$ cat src/rtl/mpa_pkg.sv
// Shared definitions for the multi-precision add/subtract sequencer.
package mpa_pkg;

  typedef enum logic [1:0] {
    ST_IDLE = 2'd0,
    ST_RUN  = 2'd1,
    ST_DONE = 2'd2
  } mpa_state_t;

  // Word counter width: at least one bit, even when WORDS == 1.
  function automatic int unsigned cnt_width(input int unsigned words);
    int unsigned w;
    w = $clog2(words);
    return (w < 1) ? 1 : w;
  endfunction

endpackage

$ cat src/rtl/mpa_seq_ksa.sv
// Kogge-Stone adder core: BITS-wide, carry-in folded into bit 0 generate.
module KSA #(
  parameter int unsigned BITS   = 64,
  parameter int unsigned LEVELS = 6
) (
  input  logic [BITS-1:0] a,
  input  logic [BITS-1:0] b,
  input  logic            cin,
  output logic [BITS:0]   s
);

  logic [BITS-1:0] w_p0;
  logic [BITS-1:0] w_g [0:LEVELS];
  logic [BITS-1:0] w_p [0:LEVELS];

  always_comb begin
    w_p0    = a ^ b;
    w_g[0]  = a & b;
    w_g[0][0] = (a[0] & b[0]) | (w_p0[0] & cin);
    w_p[0]  = w_p0;
    for (int unsigned l = 0; l < LEVELS; l++) begin
      w_g[l+1] = w_g[l];
      w_p[l+1] = w_p[l];
      for (int unsigned i = 0; i < BITS; i++) begin
        if (i >= (32'd1 << l)) begin
          w_g[l+1][i] = w_g[l][i] | (w_p[l][i] & w_g[l][i - (32'd1 << l)]);
          w_p[l+1][i] = w_p[l][i] & w_p[l][i - (32'd1 << l)];
        end
      end
    end
    s = {w_g[LEVELS][BITS-1], w_p0 ^ {w_g[LEVELS][BITS-2:0], cin}};
  end

endmodule

$ cat src/rtl/mpa_seq.sv
// Multi-precision add/subtract sequencer: one word per cycle through a shared
// Kogge-Stone core, carry chained between words through r_carry.
module mpa_seq
  import mpa_pkg::*;
#(
  parameter int unsigned WORD_BITS = 64,
  parameter int unsigned LEVELS    = 6,
  parameter int unsigned WORDS     = 4
) (
  input  logic                         clk,
  input  logic                         rst_n,
  input  logic                         in_valid,
  output logic                         in_ready,
  input  logic [WORDS*WORD_BITS-1:0]   a,
  input  logic [WORDS*WORD_BITS-1:0]   b,
  input  logic                         cin,
  input  logic                         sub,
  output logic                         out_valid,
  input  logic                         out_ready,
  output logic [WORDS*WORD_BITS:0]     s
);

  localparam int unsigned W  = WORDS * WORD_BITS;
  localparam int unsigned CW = cnt_width(WORDS);
  localparam logic [CW-1:0] LAST = CW'(WORDS - 1);

  mpa_state_t r_state, w_state_nxt;

  logic [W-1:0]         r_a, r_b;
  logic                 r_sub;
  logic                 r_carry;
  logic [CW-1:0]        r_cnt;
  logic [W:0]           r_s;

  logic [WORD_BITS-1:0] w_a_word, w_b_word;
  logic [WORD_BITS:0]   w_sum;
  logic                 w_accept, w_last;

  assign w_accept  = (r_state == ST_IDLE) && in_valid;
  assign w_last    = (r_cnt == LAST);
  assign in_ready  = (r_state == ST_IDLE);
  assign out_valid = (r_state == ST_DONE);
  assign s         = r_s;

  assign w_a_word = r_a[r_cnt*WORD_BITS +: WORD_BITS];
  assign w_b_word = r_b[r_cnt*WORD_BITS +: WORD_BITS] ^ {WORD_BITS{r_sub}};

  KSA #(
    .BITS   (WORD_BITS),
    .LEVELS (LEVELS)
  ) u_ksa (
    .a   (w_a_word),
    .b   (w_b_word),
    .cin (r_carry),
    .s   (w_sum)
  );

  always_ff @(posedge clk or negedge rst_n) begin
    if (!rst_n) r_state <= ST_IDLE;
    else        r_state <= w_state_nxt;
  end

  always_comb begin
    w_state_nxt = r_state;
    case (r_state)
      ST_IDLE: if (in_valid)  w_state_nxt = ST_RUN;
      ST_RUN:  if (w_last)    w_state_nxt = ST_DONE;
      ST_DONE: if (out_ready) w_state_nxt = ST_IDLE;
      default:                w_state_nxt = ST_IDLE;
    endcase
  end

  // Subtract is A + ~B + ~cin, so the initial carry is cin ^ sub.
  always_ff @(posedge clk or negedge rst_n) begin
    if (!rst_n) begin
      r_a     <= '0;
      r_b     <= '0;
      r_sub   <= 1'b0;
      r_carry <= 1'b0;
      r_cnt   <= '0;
      r_s     <= '0;
    end else if (w_accept) begin
      r_a     <= a;
      r_b     <= b;
      r_sub   <= sub;
      r_carry <= cin ^ sub;
      r_cnt   <= '0;
    end else if (r_state == ST_RUN) begin
      r_s[r_cnt*WORD_BITS +: WORD_BITS] <= w_sum[WORD_BITS-1:0];
      r_carry <= w_sum[WORD_BITS];
      r_cnt   <= r_cnt + 1'b1;
      if (w_last) r_s[W] <= w_sum[WORD_BITS];
    end
  end

endmodule
$ cat config.mk
export PLATFORM = sky130hd
export DESIGN_NAME = mpa_seq
export DESIGN_NICKNAME = d
export VERILOG_FILES = /design/src/rtl/mpa_pkg.sv /design/src/rtl/mpa_seq_ksa.sv /design/src/rtl/mpa_seq.sv
export SDC_FILE = /design/constraint.sdc
export NUM_CORES = 2
export LEC_CHECK = 0
export CAP_MARGIN = 20
export CORE_MARGIN = 2
export CORE_UTILIZATION = 25
export DETAILED_ROUTE_END_ITERATION = 10
export PLACE_DENSITY_LB_ADDON = 0.12
export SETUP_SLACK_MARGIN = 0.2
export SLEW_MARGIN = 10
export SYNTH_ARGS = -nofsm -noshare
export SYNTH_HDL_FRONTEND = slang
export SYNTH_HIERARCHICAL = 1
export SYNTH_SLANG_ARGS = --single-unit
$ cat constraint.sdc
create_clock -name clk -period 8.9 [get_ports clk]
set_clock_uncertainty 0.05 [all_clocks]
set_input_delay 1.78 -clock clk [delete_from_list [all_inputs] [get_ports clk]]
set_output_delay 1.78 -clock clk [all_outputs]
set_load 0.05 [all_outputs]
* Word-level counts from Yosys, hierarchy flattened
Cells that the tools add are included.
** Word-level totals
- Memory bits (writable) :: 0
- ROM bits :: 0
- Memories :: 0
- Latch bits :: 0
- Logic and storage cells :: 943
- Register bits after elaboration :: 775
** Operators by class
- Muxes and demuxes :: 10
- $add $sub $neg :: 2
- Order comparisons :: 0
- Shift-type cells :: 4
- Bitwise gates (word level) :: 909
- Multiply operators :: 0
- Reductions and logical operators :: 5
- Div/mod/pow operators :: 0
- Equal/unequal tests :: 6
** Operator list (number)
- $and 1x1->1 :: 581
- $shiftx 256x9->64 :: 2
- $or 1x1->1 :: 322
- $bwmux 257 :: 1
- $shift 64x34->257 const A :: 1
- $shiftx 64x34->257 :: 1
- $xor 64x64->64 :: 3
- $and 64x64->64 :: 1
- $neg 8->34 :: 1
- $mux 2 :: 5
- $pmux 2 s3 :: 1
- $eq 2x2->1 const B :: 2
- $ne 2x2->1 const B :: 2
- $mux 1 :: 3
- $reduce_and 3->1 :: 1
- $add 2x1->2 const B :: 1
- $eq 2x1->1 const B :: 1
- $logic_not 2->1 :: 1
- $ne 2x1->1 const B :: 1
- $reduce_and 2->1 :: 1
- $reduce_bool 2->1 :: 1
- $logic_and 1x1->1 :: 1
- $not 1->1 :: 1
- $xor 1x1->1 :: 1

* Longest topological paths before layout
- Word-level depth :: 19
- Depth in mapped cells :: 19
- Depth with buffers taken out :: 17

* Modules after synthesis
Netlist, hierarchy kept.
** By module, submodules not included
- mpa_seq :: instances 1, cells each 3012, area an instance 32222.2 µm², seq. area each 19393.6 µm²
- KSA :: instances 1, cells each 588, area an instance 3922.5 µm², seq. area each 0.0 µm²

* Least setup slack after synthesis
OpenSTA, ideal clock, no wires.
- Path type :: register to register
- Start :: register r_cnt[0]
- End :: register r_s[110] (netlist: s[110])
- Stages on the path, launching flop included :: 18
- Slack :: 4572 ps
- Period minus slack after synthesis :: 4328 ps
- Library setup time :: 121 ps
- Arrival time :: 4157 ps
- Data required time :: 8729 ps
- Cell sequence :: dfrtp_1 -> buf_4 -> buf_4 -> mux4_2 -> xor2_1 -> inv_1 -> fa_1 -> fa_1 -> nand2b_1 -> a21oi_1 -> o2111ai_1 -> a21oi_1 -> a211oi_2 -> o21bai_2 -> a21bo_2 -> a41oi_2 -> o31a_1 -> a22o_1
** Between the ends
- Elaborated cells between the ends (all ways) :: 896
- Those cells by class :: 1 x add/sub; 4 x shift; 1 x mux; 890 x bitwise
** RTL lines
- from (decl) :: RTL line mpa_seq.sv:32 : logic [CW-1:0] r_cnt;
- from (signal assigned) :: RTL line mpa_seq.sv:91 : r_cnt <= r_cnt + 1'b1;
- $shiftx 256x9->64 (*) :: RTL line mpa_seq.sv:46 : assign w_b_word = r_b[r_cnt*WORD_BITS +: WORD_BITS] ^ {WORD_BITS{r_sub}};
- $xor 64x64->64 (*) :: RTL line mpa_seq.sv:46
- via w_b_word[0] :: RTL line mpa_seq.sv:35 : logic [WORD_BITS-1:0] w_a_word, w_b_word;
- $xor 64x64->64 :: RTL line mpa_seq_ksa.sv:17 : w_p0 = a ^ b;
- $and 1x1->1 :: RTL line mpa_seq_ksa.sv:19 : w_g[0][0] = (a[0] & b[0]) | (w_p0[0] & cin);
- $or 1x1->1 (*) :: RTL line mpa_seq_ksa.sv:19
- $and 1x1->1 (*) :: RTL line mpa_seq_ksa.sv:26 : w_g[l+1][i] = w_g[l][i] | (w_p[l][i] & w_g[l][i - (32'd1 << l)]);
- $or 1x1->1 (*) :: RTL line mpa_seq_ksa.sv:26
- [2 not listed]
- $and 1x1->1 (*) :: RTL line mpa_seq_ksa.sv:26
- $or 1x1->1 (*) :: RTL line mpa_seq_ksa.sv:26
- $and 1x1->1 (*) :: RTL line mpa_seq_ksa.sv:26
- $or 1x1->1 (*) :: RTL line mpa_seq_ksa.sv:26
- $xor 64x64->64 (*) :: RTL line mpa_seq_ksa.sv:31 : s = {w_g[LEVELS][BITS-1], w_p0 ^ {w_g[LEVELS][BITS-2:0], cin}};
- via w_sum[46] :: RTL line mpa_seq.sv:36 : logic [WORD_BITS:0] w_sum;
- $shiftx 64x34->257 (*) :: RTL line mpa_seq.sv:89 : r_s[r_cnt*WORD_BITS +: WORD_BITS] <= w_sum[WORD_BITS-1:0];
- $bwmux 257 (*) :: RTL line mpa_seq.sv:89
- to (signal, indexed assignment) :: RTL line mpa_seq.sv:89
- to (signal, indexed assignment) :: RTL line mpa_seq.sv:92 : if (w_last) r_s[W] <= w_sum[WORD_BITS];
- to (decl) :: RTL line mpa_seq.sv:33 : logic [W:0] r_s;
The timed path passes the listed nets; every way through them passes the cells marked *.
A chain may end at the register's enable or synchronous reset.

* Worst setup path after layout
- Start :: register r_cnt[1]
- End :: register r_s[56] (netlist: s[56])
** Between the ends
- Cells in the longest elaborated chain, start to end :: 18
- Elaborated cells between the ends (all ways) :: 896
- Those cells by class :: 1 x add/sub; 4 x shift; 1 x mux; 890 x bitwise
** RTL lines (RTL line)
- $shiftx 256x9->64 (*) :: mpa_seq.sv:46
- $xor 64x64->64 (*) :: mpa_seq.sv:46
- via w_b_word[0] :: mpa_seq.sv:35
- $xor 64x64->64 :: mpa_seq_ksa.sv:17
- $and 1x1->1 :: mpa_seq_ksa.sv:19
- $or 1x1->1 (*) :: mpa_seq_ksa.sv:19
- $and 1x1->1 (*) :: mpa_seq_ksa.sv:26
- $or 1x1->1 (*) :: mpa_seq_ksa.sv:26
- [4 not listed]
- $and 1x1->1 (*) :: mpa_seq_ksa.sv:26
- $or 1x1->1 (*) :: mpa_seq_ksa.sv:26
- $and 1x1->1 (*) :: mpa_seq_ksa.sv:26
- $or 1x1->1 (*) :: mpa_seq_ksa.sv:26
- $xor 64x64->64 (*) :: mpa_seq_ksa.sv:31
- via w_sum[56] :: mpa_seq.sv:36
- $shiftx 64x34->257 (*) :: mpa_seq.sv:89
- $bwmux 257 (*) :: mpa_seq.sv:89
Marked as above.

==> results_dict.tcl <==
set metrics [dict create \
    synth.area.top_cells "dfrtp_1 (54%), nand2_1 (17%), mux4_2 (8.0%)" \
    io_pins 777 \
    muxShareOfSynthArea_pct 8.03 \
    min_period_ps 5960 \
    fmax_ghz 0.168 \
    async_flop_share_pct 100 \
    synthesis.nets 4190 \
    wl_per_cell_um 24.1 \
    status "completed" \
    num_rows 139 \
    root_buffer "clkbuf_16" \
    crit_chain "buf_12, mux4_2, xor2_1, inv_1, fa_1, fa_1, nand2b_1, a21oi_1, o2111ai_1, a21oi_1, o21bai_1, a211oi_2, nor2_1, o21bai_1, xor2_1, a22o_1" \
    area_delta_synth_final_pct 34.5 \
    grt_pass1_vias 29812 \
    grt_max_degree 233 \
    ant_nets 0 \
    coreArea_mm2 0.143 \
    critical_path.top_delay_family "compound AO/OA/AOI/OAI gates" \
    synthFlopType "dfrtp_1" \
    synth_top_family_by_area "simple AND/OR/NAND/NOR gates" \
    endpoint_kind "register" \
    ys_ff_latch 775 \
    drive_gt1_share_pct 7.56 \
    insertion_delay_ps 690 \
    routed_via_density 4.63 \
    seq_area_mm2 0.0194 \
    post_cts_buffers 0 \
    place_congestion 0.857 \
    final_nets 4874 \
    htree_levels 3 \
    m1WireLength_um 71600 \
    chipHeight_um 384 \
    synth_fa_ha_area_share_pct 2.53 \
    wirelength_um 151000 \
    place_hpwl_um 112000 \
    die_x_um 384 \
    numCtsBuffers 93 \
    critPathKind "register to register" \
    wl_met2_um 67400 \
    synth_xor_area_share_pct 2.93 \
    top_layer "met5" \
    postSynthCellCount 3600 \
    antenna_found_initial 33 \
    fin_tns_setup_ps 0 \
    synth-compound-area-share_pct 10.5 \
    path_clk_slew_ps 60 \
    postCtsHoldBufs 0 \
    worstSetupStartpoint "r_cnt[1]" \
    critPathBufInv 2 \
    synth_top_area_share_pct 53.7 \
    cts_tree "done" \
    syn_avg_cell_area_um2 10.0 \
    hold_viol_final 0 \
    fillers 14688 \
    drcViolationCount 0 \
    required_ps 9470 \
    hp-class "register to register" \
    cap_violations 0 \
    synth_edf_count 0 \
    dr_wl_met3_um 8920 \
    min_to "r_b[147]" \
    worst_slew_pin_slew_ps 1320 \
    crit_slowest_cell "dfrtp_4" \
    dieArea_mm2 0.148 \
    syn_area_mm2 0.0361 \
    rsz0062_at_grt "no" \
    synth_seq_area_share_pct 53.7 \
    cpPeakStageDelay_ps 800 \
    grt_pass1_wl_um 217000 \
    critPathMaxFanout 55 \
    rrSetupSlack_ps 2940 \
    initial_core_util_pct 25.2 \
    io_buffer_count 776 \
    finalSetupViolations 0 \
    min_path_cells 2 \
    dr.pass1.iters 5 \
    worstPathArrival_ps 6530 \
    ys_warn_count 6 \
    synth_most_common_cell "nand2_1" \
    synth_cell_types 74 \
    drtIter0Drc 1863 \
    reg2reg_to "s[56]" \
    clockBufferDepth 3 \
    grt_overflow 0 \
    post_cts_resized 0 \
    period_share_pct 67.0 \
    synth-simple-area-share_pct 18.9 \
    r2r_cells 16 \
    r2r-start "r_cnt[1]" \
    hp-start "r_b[147]" \
    slew_violations 0 \
    slew_headroom_pct 12.3 \
    vias 28993 \
    synth_top_cell_by_area "dfrtp_1" \
    synth_common_cells "nand2_1 (1607), dfrtp_1 (775), a22o_1 (256)" \
    startpoint_type "register" \
    clkSinkCount 775 \
    multi_input_area_mm2 0.0156 \
    globalRouteTotalUtil_pct 20.1 \
]
==> kinds of logic (layout without fill, tap and decap cells) <==
group,count (synthesis),in the layout
muxes,130,130
other,0,12
buffers and inverters,256,1007
xor gates and xnor gates,121,121
and+or+nand+nor,1752,1752
AOI/OAI and AO/OA,494,494
DFF,775,775
adders and majority gates,72,72
==> layout make-up <==
cell class	instances	area share, %
antenna	12	0.0618
clock buffer	139	5.58
clock inverter	23	0.528
inverter	31	0.239
multi-input combinational	2569	32.0
sequential	775	39.9
tap	1903	4.90
timing repair buffer	814	16.8
==> through the flow <==
stage          instances  hold slack, ps  setup WS (ps)  util [%]  cell area (µm²)
2_1_floorplan       3600             390           4570         -            36100
3_3_place_gp        6092             403           2910      31.8            45600
3_5_place_dp        6092             407           2900      31.8            45600
4_1_cts             6254             421           2840      33.9            48600
5_1_grt             6259             438           2580      33.9            48600
6_report            6266             415           2940      33.9            48600
==> metal layers <==
| metal | track usage, % | up-vias |
|---|---|---|
| li1 | - | 13529 |
| met1 | 29.0 | 14500 |
| met3 | 4.24 | 157 |
| met4 | 5.42 | 40 |
| met2 | 30.4 | 767 |
| met5 | 0 | - |
==> state kept, by name, indices dropped and copies added (netlist names) <==
signal   cells
r_carry      1
r_b        256
r_a        256
r_sub        1
r_state      2
s          257
r_cnt        2
==> cell usage in the layout (no fill, tap or decap), types with 7 or more instances in the layout <==
cell / Yosys / routed
o21ai_1: 12 / 12
nor3_1: 14 / 14
clkdlybuf4s50_1: 0 / 775
o21a_1: 7 / 7
o21ai_0: 31 / 31
diode_2: 0 / 12
dfrtp_1: 775 / 772
clkbuf_16: 0 / 96
clkbuf_1: 96 / 28
a21o_1: 31 / 31
a31oi_1: 8 / 8
buf_4: 13 / 30
nor2_1: 48 / 48
inv_1: 31 / 31
buf_12: 0 / 8
o21bai_1: 17 / 17
nand2_1: 1607 / 1605
clkinv_2: 0 / 9
a22o_1: 256 / 256
xor2_1: 88 / 88
a21oi_1: 81 / 81
xnor2_1: 33 / 33
nand3_1: 18 / 18
mux4_2: 128 / 128
nand2b_1: 11 / 11
clkbuf_8: 0 / 15
nand4_1: 17 / 17
ha_1: 70 / 70
==> worst max-delay path by stage <==
stage,to,slack [ps],depth (start not counted)
2_1_floorplan,s[110],4570,17
3_3_place_gp,s[256],2910,17
3_5_place_dp,s[56],2900,15
4_1_cts,s[56],2840,15
5_1_grt,s[183],2580,14
6_report,s[56],2940,16
==> worst reg2reg max path: cells and delay by family, from the launching register on <==
| kind | cells | cell delay (ps) |
|---|---|---|
| multiplexers | 1 | 450 |
| flip-flops | 1 | 800 |
| adder cells (fa/ha/maj) | 2 | 880 |
| buffers and inverters | 2 | 510 |
| XOR/XNOR | 2 | 630 |
| AO/OA/AOI/OAI | 7 | 2250 |
| AND/OR/NAND/NOR | 2 | 320 |
Power is not shown: default switching activity piles up to over one toggle a cycle in this logic, so the estimate is an artifact.
